==> config.mk <==
export PLATFORM = sky130hd
export DESIGN_NAME = prot_check_sched
export DESIGN_NICKNAME = d
export VERILOG_FILES = /design/src/rtl/prot_pkg.sv /design/src/rtl/prot_check_sched_end_addr.sv /design/src/rtl/prot_check_sched.sv
export SDC_FILE = /design/constraint.sdc
export NUM_CORES = 1
export LEC_CHECK = 0
export ABC_AREA = 1
export CAP_MARGIN = 20
export CORE_MARGIN = 4
export CORE_UTILIZATION = 57
export CTS_BUF_LIST = sky130_fd_sc_hd__clkbuf_16
export CTS_CLUSTER_SIZE = 28
export DETAILED_ROUTE_END_ITERATION = 16
export PLACE_DENSITY = 0.89
export SLEW_MARGIN = 10
export SYNTH_ARGS = -nofsm -noshare
export SYNTH_HDL_FRONTEND = slang
export SYNTH_SLANG_ARGS = --single-unit
==> constraint.sdc <==
create_clock -name clk -period 19.32 [get_ports clk]
set_input_delay 1.932 -clock clk [delete_from_list [all_inputs] [get_ports clk]]
set_output_delay 1.932 -clock clk [all_outputs]
set_load 0.005 [all_outputs]
==> src/rtl/prot_pkg.sv <==
// prot_pkg: shared constants and types for the segment-limit protection checker.
//   - requester / segment / tag widths
//   - one-hot access size codes
//   - reset value of the limit table
//   - S1 pipeline register layout
package prot_pkg;

  localparam int NREQ = 2;
  localparam int NSEG = 8;
  localparam int SEGW = 3;
  localparam int TAGW = 4;

  localparam logic [31:0] LIMIT_RST = 32'hFFFF_FFFF;

  localparam logic [3:0] SIZE_1B = 4'b0001;
  localparam logic [3:0] SIZE_2B = 4'b0010;
  localparam logic [3:0] SIZE_4B = 4'b0100;
  localparam logic [3:0] SIZE_8B = 4'b1000;

  typedef struct packed {
    logic            src;
    logic [TAGW-1:0] tag;
    logic [31:0]     base;
    logic [31:0]     disp;
    logic [3:0]      size;
    logic [31:0]     limit;
  } s1_t;

endpackage

==> src/rtl/prot_check_sched_end_addr.sv <==
// prot_end_addr: combinational end-address computation and limit compare.
//   base, disp  in  32   operand terms
//   size        in  4    one-hot access size (non-one-hot is a fault, treated as 1 byte)
//   limit       in  32   last legal byte offset of the segment
//   last_addr   out 32   base+disp+bytes-1, low 32 bits
//   fault       out 1    any protection violation
//   fault_ovf   out 1    sum carried past bit 31
//   fault_size  out 1    size not one-hot
module prot_end_addr
  import prot_pkg::*;
(
  input  logic [31:0] base,
  input  logic [31:0] disp,
  input  logic [3:0]  size,
  input  logic [31:0] limit,
  output logic [31:0] last_addr,
  output logic        fault,
  output logic        fault_ovf,
  output logic        fault_size
);

  logic [33:0] bytes;
  logic [33:0] sum;

  always_comb begin
    bytes      = 34'd1;
    fault_size = 1'b0;
    case (size)
      SIZE_1B: bytes = 34'd1;
      SIZE_2B: bytes = 34'd2;
      SIZE_4B: bytes = 34'd4;
      SIZE_8B: bytes = 34'd8;
      default: fault_size = 1'b1;
    endcase
    // 34 bits so a carry out of bit 31 from either addition is still visible
    sum        = {2'b00, base} + {2'b00, disp} + bytes - 34'd1;
    last_addr  = sum[31:0];
    fault_ovf  = |sum[33:32];
    fault      = fault_ovf | fault_size | (sum[31:0] > limit);
  end

endmodule

==> src/rtl/prot_check_sched.sv <==
// prot_check_sched: one segment-limit check datapath shared by two requesters.
//   clk, rst                   clock / async active-high reset
//   cfg_we, cfg_seg, cfg_limit limit table write port
//   req_valid/req_ready        per-requester handshake
//   req_base/disp/size/seg/tag per-requester operands, slice i = requester i
//   out_valid/out_ready        result handshake
//   out_src, out_tag           requester index and tag of the result
//   out_last_addr              base+disp+bytes-1
//   out_fault[_ovf|_size]      protection fault and its causes
// Two stages: S1 holds the accepted operands plus the limit read at accept time,
// S2 is the output register. Round-robin 2-way arbiter in front of S1.
module prot_check_sched
  import prot_pkg::*;
(
  input  logic                 clk,
  input  logic                 rst,
  input  logic                 cfg_we,
  input  logic [SEGW-1:0]      cfg_seg,
  input  logic [31:0]          cfg_limit,
  input  logic [NREQ-1:0]      req_valid,
  output logic [NREQ-1:0]      req_ready,
  input  logic [NREQ*32-1:0]   req_base,
  input  logic [NREQ*32-1:0]   req_disp,
  input  logic [NREQ*4-1:0]    req_size,
  input  logic [NREQ*SEGW-1:0] req_seg,
  input  logic [NREQ*TAGW-1:0] req_tag,
  output logic                 out_valid,
  input  logic                 out_ready,
  output logic                 out_src,
  output logic [TAGW-1:0]      out_tag,
  output logic [31:0]          out_last_addr,
  output logic                 out_fault,
  output logic                 out_fault_ovf,
  output logic                 out_fault_size
);

  logic [31:0]     limit_tbl [NSEG];
  s1_t             s1_q;
  s1_t             s1_d;
  logic            s1_valid;
  logic            rr_ptr;
  logic [NREQ-1:0] grant;
  logic            s1_adv;
  logic            s2_adv;
  logic            hs;
  logic            sel;
  logic [SEGW-1:0] seg_sel;

  logic [31:0]     ea_last;
  logic            ea_fault;
  logic            ea_ovf;
  logic            ea_size_bad;

  // Limit table
  always_ff @(posedge clk or posedge rst) begin
    if (rst) begin
      for (int i = 0; i < NSEG; i++) limit_tbl[i] <= LIMIT_RST;
    end else if (cfg_we) begin
      limit_tbl[cfg_seg] <= cfg_limit;
    end
  end

  // Arbiter and stage advance
  always_comb begin
    s2_adv = !out_valid || out_ready;
    s1_adv = !s1_valid || s2_adv;
    grant  = '0;
    if (req_valid[0] && (!req_valid[1] || !rr_ptr)) grant[0] = 1'b1;
    else if (req_valid[1])                          grant[1] = 1'b1;
    // held low during reset so no handshake can appear while state is cleared
    req_ready = rst ? '0 : (grant & {NREQ{s1_adv}});
    hs        = |req_ready;
    sel       = grant[1];
  end

  // Operand mux of the granted requester; table read here sees the pre-write
  // value on a same-edge cfg write, which is what S1 should capture.
  always_comb begin
    seg_sel     = sel ? req_seg[2*SEGW-1:SEGW] : req_seg[SEGW-1:0];
    s1_d.src    = sel;
    s1_d.tag    = sel ? req_tag[2*TAGW-1:TAGW] : req_tag[TAGW-1:0];
    s1_d.base   = sel ? req_base[63:32]        : req_base[31:0];
    s1_d.disp   = sel ? req_disp[63:32]        : req_disp[31:0];
    s1_d.size   = sel ? req_size[7:4]          : req_size[3:0];
    s1_d.limit  = limit_tbl[seg_sel];
  end

  always_ff @(posedge clk or posedge rst) begin
    if (rst) begin
      rr_ptr <= 1'b0;
    end else if (hs) begin
      rr_ptr <= ~sel;
    end
  end

  // S1
  always_ff @(posedge clk or posedge rst) begin
    if (rst) begin
      s1_valid <= 1'b0;
      s1_q     <= '0;
    end else if (s1_adv) begin
      s1_valid <= hs;
      if (hs) s1_q <= s1_d;
    end
  end

  prot_end_addr u_end_addr (
    .base       (s1_q.base),
    .disp       (s1_q.disp),
    .size       (s1_q.size),
    .limit      (s1_q.limit),
    .last_addr  (ea_last),
    .fault      (ea_fault),
    .fault_ovf  (ea_ovf),
    .fault_size (ea_size_bad)
  );

  // S2 / outputs
  always_ff @(posedge clk or posedge rst) begin
    if (rst) begin
      out_valid      <= 1'b0;
      out_src        <= 1'b0;
      out_tag        <= '0;
      out_last_addr  <= '0;
      out_fault      <= 1'b0;
      out_fault_ovf  <= 1'b0;
      out_fault_size <= 1'b0;
    end else if (s2_adv) begin
      out_valid <= s1_valid;
      if (s1_valid) begin
        out_src        <= s1_q.src;
        out_tag        <= s1_q.tag;
        out_last_addr  <= ea_last;
        out_fault      <= ea_fault;
        out_fault_ovf  <= ea_ovf;
        out_fault_size <= ea_size_bad;
      end
    end
  end

endmodule

==> results of run 1 <==
## routing by layer
metal / vias up / GRT usage / wire length [um]
li1: 9184 / - / -
met1: 9440 / 0.363 / 23700
met2: 846 / 0.468 / 28900
met3: 166 / 0.0425 / 4290
met4: 0 / 0.135 / 2490
met5: - / 0 / 0
## cell usage after synthesis (8+ instances only)
| library cell | instances | area, um2 |
|---|---|---|
| sky130_fd_sc_hd__a21oi_1 | 107 | 536 |
| sky130_fd_sc_hd__a31oi_1 | 81 | 507 |
| sky130_fd_sc_hd__buf_1 | 8 | 30.0 |
| sky130_fd_sc_hd__clkbuf_1 | 128 | 480 |
| sky130_fd_sc_hd__dfrtp_1 | 148 | 3700 |
| sky130_fd_sc_hd__dfstp_2 | 256 | 6730 |
| sky130_fd_sc_hd__ha_1 | 98 | 1230 |
| sky130_fd_sc_hd__inv_1 | 190 | 713 |
| sky130_fd_sc_hd__inv_2 | 8 | 30.0 |
| sky130_fd_sc_hd__nand2_1 | 638 | 2390 |
| sky130_fd_sc_hd__nand2_2 | 19 | 119 |
| sky130_fd_sc_hd__nand3_1 | 59 | 295 |
| sky130_fd_sc_hd__nor2_1 | 283 | 1060 |
| sky130_fd_sc_hd__nor3_1 | 10 | 50.1 |
| sky130_fd_sc_hd__o21ai_0 | 404 | 2020 |
| sky130_fd_sc_hd__o21ai_1 | 18 | 90.1 |
| sky130_fd_sc_hd__o221ai_1 | 65 | 569 |
| sky130_fd_sc_hd__xnor2_1 | 21 | 184 |
| sky130_fd_sc_hd__xor2_1 | 27 | 236 |
## through the flow
step	cell area, um2	setup WS [ns]	util	instances	hold WS [ns]
final	25800	12.37	0.685	3356	0.474
after global routing	25800	12.20	0.685	3356	0.498
after CTS	25700	12.45	0.683	3352	0.474
after detailed placement	24400	12.45	0.647	3275	0.467
after global placement	24400	12.46	0.647	3275	0.454
after floorplan	21700	6.02	-	2651	0.443
## registers in the layout, indices dropped and copies added (netlist names)
name / cells
out_fault_ovf: 1
s1_q: 105
out_src: 1
out_valid: 1
out_fault_size: 1
rr_ptr: 1
out_tag: 4
out_fault: 1
limit_tbl: 256
s1_valid: 1
out_last_addr: 32
## power by group through the flow
stage / clock [mW] / combinational (mW) / sequential (mW)
after detailed placement: 0 / 3.39 / 1.26
after floorplan: 0 / 2.52 / 1.23
final: 0.810 / 3.50 / 1.26
after CTS: 0.817 / 3.44 / 1.26
after global placement: 0 / 3.25 / 1.26
after global routing: 0.857 / 3.92 / 1.28
## critical path, cell delays in order
cell and delay [ns]:
sky130_fd_sc_hd__clkdlybuf4s50_1 0.45, sky130_fd_sc_hd__inv_1 0.06, sky130_fd_sc_hd__o21ai_1 0.22, sky130_fd_sc_hd__inv_1 0.11, sky130_fd_sc_hd__nor2_4 0.08, sky130_fd_sc_hd__buf_4 0.56, sky130_fd_sc_hd__inv_2 0.23, sky130_fd_sc_hd__buf_4 0.42
sky130_fd_sc_hd__nor2_1 0.28, sky130_fd_sc_hd__clkdlybuf4s50_1 0.55
## worst paths after layout
kind                                       start                   endpoint  cells past startpoint
setup / recovery                    req_valid[1]               req_ready[1]                     10
hold / removal             s1_q[103]$_DFFE_PP0P_     out_tag[3]$_DFFE_PP0P_                      2
setup reg to reg            s1_q[75]$_DFFE_PP0P_      out_fault$_DFFE_PP0P_                     36
hold reg to reg            s1_q[103]$_DFFE_PP0P_     out_tag[3]$_DFFE_PP0P_                      2
max in group asynchronous                    rst  limit_tbl[56]$_DFFE_PP1P_                      5
min in group asynchronous                    rst      s1_q[104]$_DFFE_PP0P_                      2
## layout make-up
type | count | share of cell area
sequential | 404 | 0.404
multi-input combinational | 1908 | 0.389
timing repair buffer | 258 | 0.100
clock buffer | 43 | 0.0417
inverter | 198 | 0.0293
tap | 511 | 0.0248
clock inverter | 34 | 0.0106
## cell families (layout without fill, tap and decap cells)
kind of cell	after synthesis	count (layout)	synth area share
fa+ha+maj	100	100	0.0583
xor+xnor	53	53	0.0231
flops	404	404	0.480
simple gates	1044	1044	0.194
buf+inv	339	533	0.0591
compound gates	711	711	0.185
==> key figures, run 1 <==
Cells and area
  • Fill cells: 2,844
  • Antenna diode instance count: 0
  • Most frequent cells in the layout: 636 x sky130_fd_sc_hd__nand2_1, 403 x sky130_fd_sc_hd__o21ai_0, 282 x sky130_fd_sc_hd__nor2_1, 256 x sky130_fd_sc_hd__dfstp_2, 233 x sky130_fd_sc_hd__clkdlybuf4s50_1
  • Total Nets Final: 3,103
  • Share of post-route cells with drive strength above 1: 0.142
  • Seq. cell area: 0.0104 mm2
  • Area used by multi-input combinational logic: 0.0100 mm2
  • Area added between synthesis and finish: 18.9%
  • Most common cell after layout, fill and taps aside: sky130_fd_sc_hd__nand2_1

Timing
  • Upper clock frequency limit: 144 MHz
  • Transition time at the pin with the least slew margin: 0.962 ns
  • RSZ-0062 raised after global routing: no
  • Max-slew violation count: 0
  • Final worst path period need: 6.95 ns
  • Post-Route Setup TNS: 0 ns
  • Fraction of the cycle the final worst path needs: 0.360
  • Relative slew slack: 0.358
  • Final setup violating endpoints: 0
  • Hold violation total from the final report: 0
  • Worst setup skew after layout: 0.0142 ns

Critical path
  • Setup slack, reg-to-reg: 12.75 ns
  • CP Launch Type: primary input
  • WS Path Type: in -> out
  • Crit path arrival time: 5.01 ns
  • Setup crit end kind: output port
  • Critical path data required time: 17.39 ns
  • Largest fanout of any net on the critical path: 74

Logic synthesis
  • Async set-reset flop share out of synthesis: 1.00
  • Dominant synthesized flop cell: sky130_fd_sc_hd__dfstp_2
  • Syn nets: 2,942
  • Post-synthesis average cell area: 8.19 um2
  • Count of different cell masters after synthesis: 57
  • Sequential fraction of the synthesis area: 0.480
  • FF+latch count, synth: 404
  • Cell area after synthesis: 0.0217 mm2
  • Count of mapped cells out of synthesis: 2,651
  • Ys Warns: 0
  • Number of flops mapped to enable cells by yosys: 0

Die
  • Height of the die: 203 um
  • Die outline area: 0.0413 mm2
  • Site Rows: 71
  • Core region area: 0.0377 mm2
  • Starting Density: 0.577
  • Die width: 203 um
  • Ports: 234

Place
  • Global placement routability congestion: 0.913
  • DP Wirelength: 38,400 um
  • Number of buffers added on ports: 233

Clock tree
  • TritonCTS sink count: 404
  • Maximum number of buffers from clock root to sink: 3
  • Clock tree from TritonCTS: yes
  • Number of resized instances in the post-cts repair step: 0
  • Clock buffer count from CTS: 42
  • Clock transition time at the flip-flop clock pins of the worst setup and hold paths: 0.06 ns
  • Number of hold buffers added after CTS: 0
  • Cell at the root of the clock tree: sky130_fd_sc_hd__clkbuf_16
  • Depth of the CTS H-tree: 2
  • Clk Latency, worst-skew pair: 0.57 ns
  • # Post-CTS Setup Buffers: 0

Status
  • Result of the run: finished, final reports clean

Worst hold path
  • Path class of the lowest-slack min-delay path: reg -> reg

Power
  • Total power after layout: 5.57 mW
  • IR Drop Worst-Case VDD: 0.189 mV
  • Switching power: 2.65 mW
  • Standby leakage power: 11.5 nW
  • Switching power share of the total: 0.475
  • Flop pwr share: 0.226
  • Clock share of power: 0.145
  • Cell Pwr Density: 216 mW/mm2
  • Part of the power in combinational logic: 0.628
  • Cell-internal power: 2.92 mW

Drt
  • Drt drc: 0
  • Detailed router's first-iteration violation count: 1,730
  • Vias/cell: 5.85
  • Vias after detailed routing: 19,600
  • Routed Wire Length: 59,400 um
  • Routed WL per cell: 17.7 um
  • Post-DRT Antenna Nets: 0
  • First-pass DRT Iterations: 6

Global routing
  • First-pass GRT wire length: 96,300 um
  • Largest net degree at the start of global routing: 160
  • Overall Global Routing Usage: 0.281
  • Leftover overflow at the end of global routing: 0
  • Via count of the first global-routing pass: 19,700
  • Antenna violations before repair: 0

Run
  • Max-cap violations: 0
(Power assumes the default switching activity.)
==> run 2: changes to the inputs <==
Clock period 19.32 ns to 6.8 ns, I/O delays scaled along.
==> run 2 against run 1 <==
Against the previous run:
- register-to-register slack lost 12 ns
- critical endpoint is now out_fault$_DFFE_PP0P_
- critical path type is now reg -> reg
- largest power group unchanged
- routed wire length increased by 2.3%
- non-clock buffer count shrank 1
- worst hold slack hardly changed
==> key figures, run 2 (same netlist as run 1, synthesis figures left out) <==
Clock tree
  • Number of hold buffers added after CTS: 0
  • Number of resized instances in the post-cts repair step: 0
  • Clock buffer count from CTS: 43
  • Clock transition time at the flip-flop clock pins of the worst setup and hold paths: 0.06 ns
  • Maximum number of buffers from clock root to sink: 3
  • Clk Latency, worst-skew pair: 0.57 ns
  • TritonCTS sink count: 404
  • Cell at the root of the clock tree: sky130_fd_sc_hd__clkbuf_16
  • Depth of the CTS H-tree: 2
  • Clock tree from TritonCTS: yes
  • # Post-CTS Setup Buffers: 0

Cells and area
  • Post-layout instance area: 0.0258 mm2
  • Flip-flop count of the largest register after layout: 256
  • Antenna diode instance count: 0
  • Post-route core utilization: 0.685
  • Area added between synthesis and finish: 18.7%
  • Largest regs: limit_tbl: 256 flops, s1_q: 105 flops, out_last_addr: 32 flops
  • Total Nets Final: 3,103
  • Most frequent cells in the layout: 636 x sky130_fd_sc_hd__nand2_1, 403 x sky130_fd_sc_hd__o21ai_0, 282 x sky130_fd_sc_hd__nor2_1, 256 x sky130_fd_sc_hd__dfstp_2, 233 x sky130_fd_sc_hd__clkdlybuf4s50_1
  • Most common cell after layout, fill and taps aside: sky130_fd_sc_hd__nand2_1
  • Register name with the most flops: limit_tbl
  • Post-Layout Cell Count: 3,357
  • Share of post-route cells with drive strength above 1: 0.142

Timing
  • Max-slew violation count: 0
  • Final setup violating endpoints: 0
  • Final worst path period need: 5.97 ns
  • Upper clock frequency limit: 168 MHz
  • Transition time at the pin with the least slew margin: 1.14 ns
  • Hold violation total from the final report: 0
  • Fraction of the cycle the final worst path needs: 0.877
  • Worst setup skew after layout: 0.0112 ns
  • RSZ-0062 raised after global routing: no
  • Relative slew slack: 0.238

Place
  • DP Wirelength: 39,600 um
  • Instance count after placement with tap cells included: 3,276
  • Global placement routability congestion: 0.930
  • Cell Area, Placed: 0.0244 mm2
  • Number of buffers added on ports: 233

Die
  • Core region area: 0.0377 mm2
  • Die outline area: 0.0413 mm2
  • Height of the die: 203 um
  • Starting Density: 0.577
  • Ports: 234
  • Site Rows: 71
  • Die width: 203 um

Worst hold path
  • Worst Hold Depth: 2
  • Worst hold start: s1_q[101]$_DFFE_PP0P_
  • Path class of the lowest-slack min-delay path: reg -> reg
  • Endpoint of the worst hold path: out_tag[1]$_DFFE_PP0P_

Drt
  • Vias/cell: 5.88
  • Vias after detailed routing: 19,700
  • Detailed router's first-iteration violation count: 2,043
  • Routed Wire Length: 60,800 um
  • Drt drc: 0
  • Routed WL per cell: 18.1 um
  • First-pass DRT Iterations: 6
  • Post-DRT Antenna Nets: 0

Global routing
  • Antenna violations before repair: 0
  • Largest net degree at the start of global routing: 202
  • Via count of the first global-routing pass: 19,600
  • Leftover overflow at the end of global routing: 0
  • First-pass GRT wire length: 97,200 um
  • Overall Global Routing Usage: 0.284

Critical path
  • Origin of the critical flop-to-flop path: s1_q[36]$_DFFE_PP0P_
  • Crit path arrival time: 6.47 ns
  • Setup slack, reg-to-reg: 0.83 ns
  • Crit Reg-Reg Endpoint: out_fault$_DFFE_PP0P_
  • Critical path data required time: 7.31 ns
  • Largest fanout of any net on the critical path: 5
  • Setup crit end kind: flip-flop
  • Crit-path leading delay family: compound AO/OA/AOI/OAI gates
  • Register-to-Register Path Depth: 32
  • Worst path slowest cell: sky130_fd_sc_hd__fa_1
  • Worst path max stage delay: 0.45 ns
  • CP Launch Type: flip-flop
  • Crit path buf inv count: 4
  • WS Path Type: reg -> reg

Power
  • Standby leakage power: 11.4 nW
  • IR Drop Worst-Case VDD: 0.464 mV
  • Cell Pwr Density: 621 mW/mm2

Run
  • Max-cap violations: 0

Status
  • Result of the run: finished, final reports clean
[run 2: cell count changes in the layout (fill, tap and decap cells not counted)]
cell	before	now
sky130_fd_sc_hd__buf_12	1	4
sky130_fd_sc_hd__buf_16	3	1
sky130_fd_sc_hd__buf_4	21	19
sky130_fd_sc_hd__bufinv_16	5	3
sky130_fd_sc_hd__clkbuf_16	43	44
sky130_fd_sc_hd__clkinv_1	8	9
sky130_fd_sc_hd__clkinv_2	4	6
sky130_fd_sc_hd__clkinv_8	0	1
sky130_fd_sc_hd__inv_8	1	0
[run 2: how the worst max path moves through the flow]
stage / start / endpoint / slack, ns / cells after the start
floorplan: rst / s1_q[10]$_DFFE_PP0P_ / -1.19 / 9
global placement: s1_q[36]$_DFFE_PP0P_ / out_fault$_DFFE_PP0P_ / 1.31 / 32
detailed placement: s1_q[36]$_DFFE_PP0P_ / out_fault$_DFFE_PP0P_ / 0.96 / 32
CTS: s1_q[36]$_DFFE_PP0P_ / out_fault$_DFFE_PP0P_ / 0.92 / 32
global route: s1_q[38]$_DFFE_PP0P_ / out_fault$_DFFE_PP0P_ / 0.30 / 38
finish: s1_q[36]$_DFFE_PP0P_ / out_fault$_DFFE_PP0P_ / 0.83 / 32
[run 2: worst reg2reg max path, delay by kind of cell, from the launching register on]
family,cells,cell delay (ns)
compound gates,10,1.81
flops,1,0.39
buf+inv,4,0.30
xor+xnor,2,0.37
simple gates,12,1.67
fa+ha+maj,4,1.37
[run 2: cell type report]
type / count / area, um2
clock buffer: 44 / 1100
clock inverter: 35 / 235
fill: 2846 / 11900
inverter: 198 / 752
multi-input combinational: 1908 / 10000
sequential: 404 / 10400
tap: 511 / 639
timing repair buffer: 257 / 2580
[run 2: power by group]
part	total, mW	internal, mW	switching [mW]
registers	3.58	3.23	0.345
clock network	2.24	1.28	0.958
logic	10.2	3.78	6.41
total	16.0	8.29	7.72
[run 2: through the flow]
step	worst slack, ns	power, mW	TNS (ns)	hold slack [ns]
2_1_floorplan	-1.19	10.7	-121.72	0.443
3_3_place_gp	1.31	13.0	0	0.452
3_5_place_dp	0.960	13.4	0	0.465
4_1_cts	0.920	15.8	0	0.478
5_1_grt	0.300	17.3	0	0.482
6_report	0.833	16.0	0	0.474
[run 2: routing by layer]
layer / vias to the layer above / global-route usage / routed length, um
li1: 9178 / - / -
met1: 9482 / 0.369 / 24000
met2: 895 / 0.471 / 29800
met3: 173 / 0.0515 / 4600
met4: 0 / 0.123 / 2380
met5: - / 0 / 0
==> run 3: changes to the inputs <==
Settings changed: ABC_CLOCK_PERIOD_IN_PS from default to 6800, GPL_ROUTABILITY_DRIVEN from default to 0.
==> run 3 against run 2 <==
Against the previous run:
- final cell count did not move
- sequential cell count did not move
- sequential share of layout area fell by 0.12 points
- utilization rose by 0.20 points
- clock-buffer cell count rose by 1
- worst hold slack got worse by 0.090 ns
- cell area rose by 0.29%
- via count rose by 0.99%
- worst setup slack got worse by 0.014 ns
- first-iteration DRC count rose by 0.78%
- register-to-register slack barely moved
==> key figures, run 3 (same netlist as run 1, synthesis figures left out) <==
Clock tree
  • Number of resized instances in the post-cts repair step: 0
  • Cell at the root of the clock tree: sky130_fd_sc_hd__clkbuf_16
  • Number of hold buffers added after CTS: 0
  • Depth of the CTS H-tree: 2
  • Clock buffer count from CTS: 44
  • Maximum number of buffers from clock root to sink: 3
  • TritonCTS sink count: 404
  • Clock transition time at the flip-flop clock pins of the worst setup and hold paths: 0.06 ns
  • Clock tree from TritonCTS: yes
  • Clk Latency, worst-skew pair: 0.56 ns
  • # Post-CTS Setup Buffers: 0

Critical path
  • Critical path data required time: 7.29 ns
  • End point of the critical path: out_fault$_DFFE_PP0P_
  • Critical Path Most Common Cell: sky130_fd_sc_hd__nand2_1
  • Setup crit end kind: flip-flop
  • Launch point of the worst path: s1_q[36]$_DFFE_PP0P_
  • Largest fanout of any net on the critical path: 4
  • Setup slack, reg-to-reg: 0.82 ns
  • WS Path Type: reg -> reg
  • CP Launch Type: flip-flop
  • Crit path arrival time: 6.47 ns
  • Worst path max stage delay: 0.45 ns
  • Crit Reg-Reg Endpoint: out_fault$_DFFE_PP0P_
  • Register-to-Register Path Depth: 35
  • Origin of the critical flop-to-flop path: s1_q[36]$_DFFE_PP0P_
  • Worst path slowest cell: sky130_fd_sc_hd__fa_1

Drt
  • Routed Wire Length: 61,200 um
  • First-pass DRT Iterations: 6
  • Routed WL per cell: 18.2 um
  • Vias/cell: 5.94
  • Vias after detailed routing: 19,900
  • Post-DRT Antenna Nets: 0
  • Drt drc: 0
  • Detailed router's first-iteration violation count: 2,059

Run
  • Max-cap violations: 0

Cells and area
  • Area added between synthesis and finish: 19.1%
  • Fill cells: 2,771
  • Largest regs: limit_tbl: 256 flops, s1_q: 105 flops, out_last_addr: 32 flops
  • Total Nets Final: 3,102
  • Post-route core utilization: 0.687
  • Area used by multi-input combinational logic: 0.0100 mm2
  • Seq. cell area: 0.0104 mm2
  • Register name with the most flops: limit_tbl
  • Most common cell after layout, fill and taps aside: sky130_fd_sc_hd__nand2_1
  • Antenna diode instance count: 0
  • Flip-flop count of the largest register after layout: 256
  • Share of post-route cells with drive strength above 1: 0.142
  • Most frequent cells in the layout: 636 x sky130_fd_sc_hd__nand2_1, 403 x sky130_fd_sc_hd__o21ai_0, 282 x sky130_fd_sc_hd__nor2_1, 256 x sky130_fd_sc_hd__dfstp_2, 233 x sky130_fd_sc_hd__clkdlybuf4s50_1

Timing
  • Hold violation total from the final report: 0
  • Fraction of the cycle the final worst path needs: 0.879
  • Final worst path period need: 5.98 ns
  • Final setup violating endpoints: 0
  • Worst setup skew after layout: 0.0151 ns
  • Upper clock frequency limit: 167 MHz
  • Relative slew slack: 0.124
  • RSZ-0062 raised after global routing: no
  • Transition time at the pin with the least slew margin: 1.31 ns
  • Post-Route Setup TNS: 0 ns
  • Max-slew violation count: 0

Die
  • Core region area: 0.0377 mm2
  • Die outline area: 0.0413 mm2
  • Starting Density: 0.577
  • Height of the die: 203 um
  • Site Rows: 71
  • Ports: 234
  • Die width: 203 um

Place
  • Number of buffers added on ports: 233
  • DP Wirelength: 38,800 um

Global routing
  • Via count of the first global-routing pass: 19,900
  • Leftover overflow at the end of global routing: 0
  • Overall Global Routing Usage: 0.285
  • Largest net degree at the start of global routing: 209
  • First-pass GRT wire length: 97,900 um
  • Antenna violations before repair: 0

Status
  • Result of the run: finished, final reports clean

Worst hold path
  • Path class of the lowest-slack min-delay path: in -> async
-- run 3: cell count changes in the layout (fill, tap and decap cells not counted) --
cell and change:
sky130_fd_sc_hd__buf_16 -1, sky130_fd_sc_hd__clkinv_16 +1, sky130_fd_sc_hd__clkinvlp_4 +2, sky130_fd_sc_hd__clkinv_2 -4
sky130_fd_sc_hd__inv_1 -9, sky130_fd_sc_hd__buf_4 -1, sky130_fd_sc_hd__bufinv_16 +2, sky130_fd_sc_hd__clkbuf_16 +1
sky130_fd_sc_hd__clkinv_1 +9
-- run 3: worst min-delay path by stage --
stage,endpoint,slack (ns)
2_1_floorplan,out_tag[0]$_DFFE_PP0P_,0.44
3_3_place_gp,out_tag[1]$_DFFE_PP0P_,0.45
3_5_place_dp,out_tag[1]$_DFFE_PP0P_,0.46
4_1_cts,out_src$_DFFE_PP0P_,0.37
5_1_grt,out_src$_DFFE_PP0P_,0.38
6_report,rr_ptr$_DFFE_PP0N_,0.38
-- run 3: worst max-delay path, delay by kind of cell (launching register included) --
kind            cells  cell delay [ns]
buf+inv             6             0.46
fa+ha+maj           4             1.38
xor+xnor            1             0.19
compound gates      6             1.20
flops               1             0.39
simple gates       18             2.28
-- run 3: area by class of cell --
cell class                      instances  area share
Clock buffer                           45      0.0435
Clock inverter                         36      0.0124
Inverter                              198      0.0291
Multi-Input combinational cell       1908       0.389
Sequential cell                       404       0.403
Tap cell                              511      0.0247
Timing Repair Buffer                  255      0.0985
-- run 3: metrics by stage --
stage / cell area, um2 / instances / setup WS, ns / hold WS [ns]
global route: 25900 / 3357 / 0.451 / 0.378
detailed placement: 24400 / 3275 / 1.07 / 0.456
global placement: 24400 / 3275 / 1.38 / 0.452
floorplan: 21700 / 2651 / -1.19 / 0.443
CTS: 25800 / 3356 / 0.971 / 0.374
finish: 25900 / 3357 / 0.820 / 0.384
-- run 3: per-layer routing --
metal,vias up,track usage,share of wire
met5,-,0,0
met4,0,0.131,0.043
met3,188,0.0496,0.080
met2,981,0.479,0.49
met1,9567,0.362,0.39
li1,9188,-,-
Power of run 3 is not shown: default switching activity piles up to over one toggle a cycle in this logic, so the estimate is an artifact.
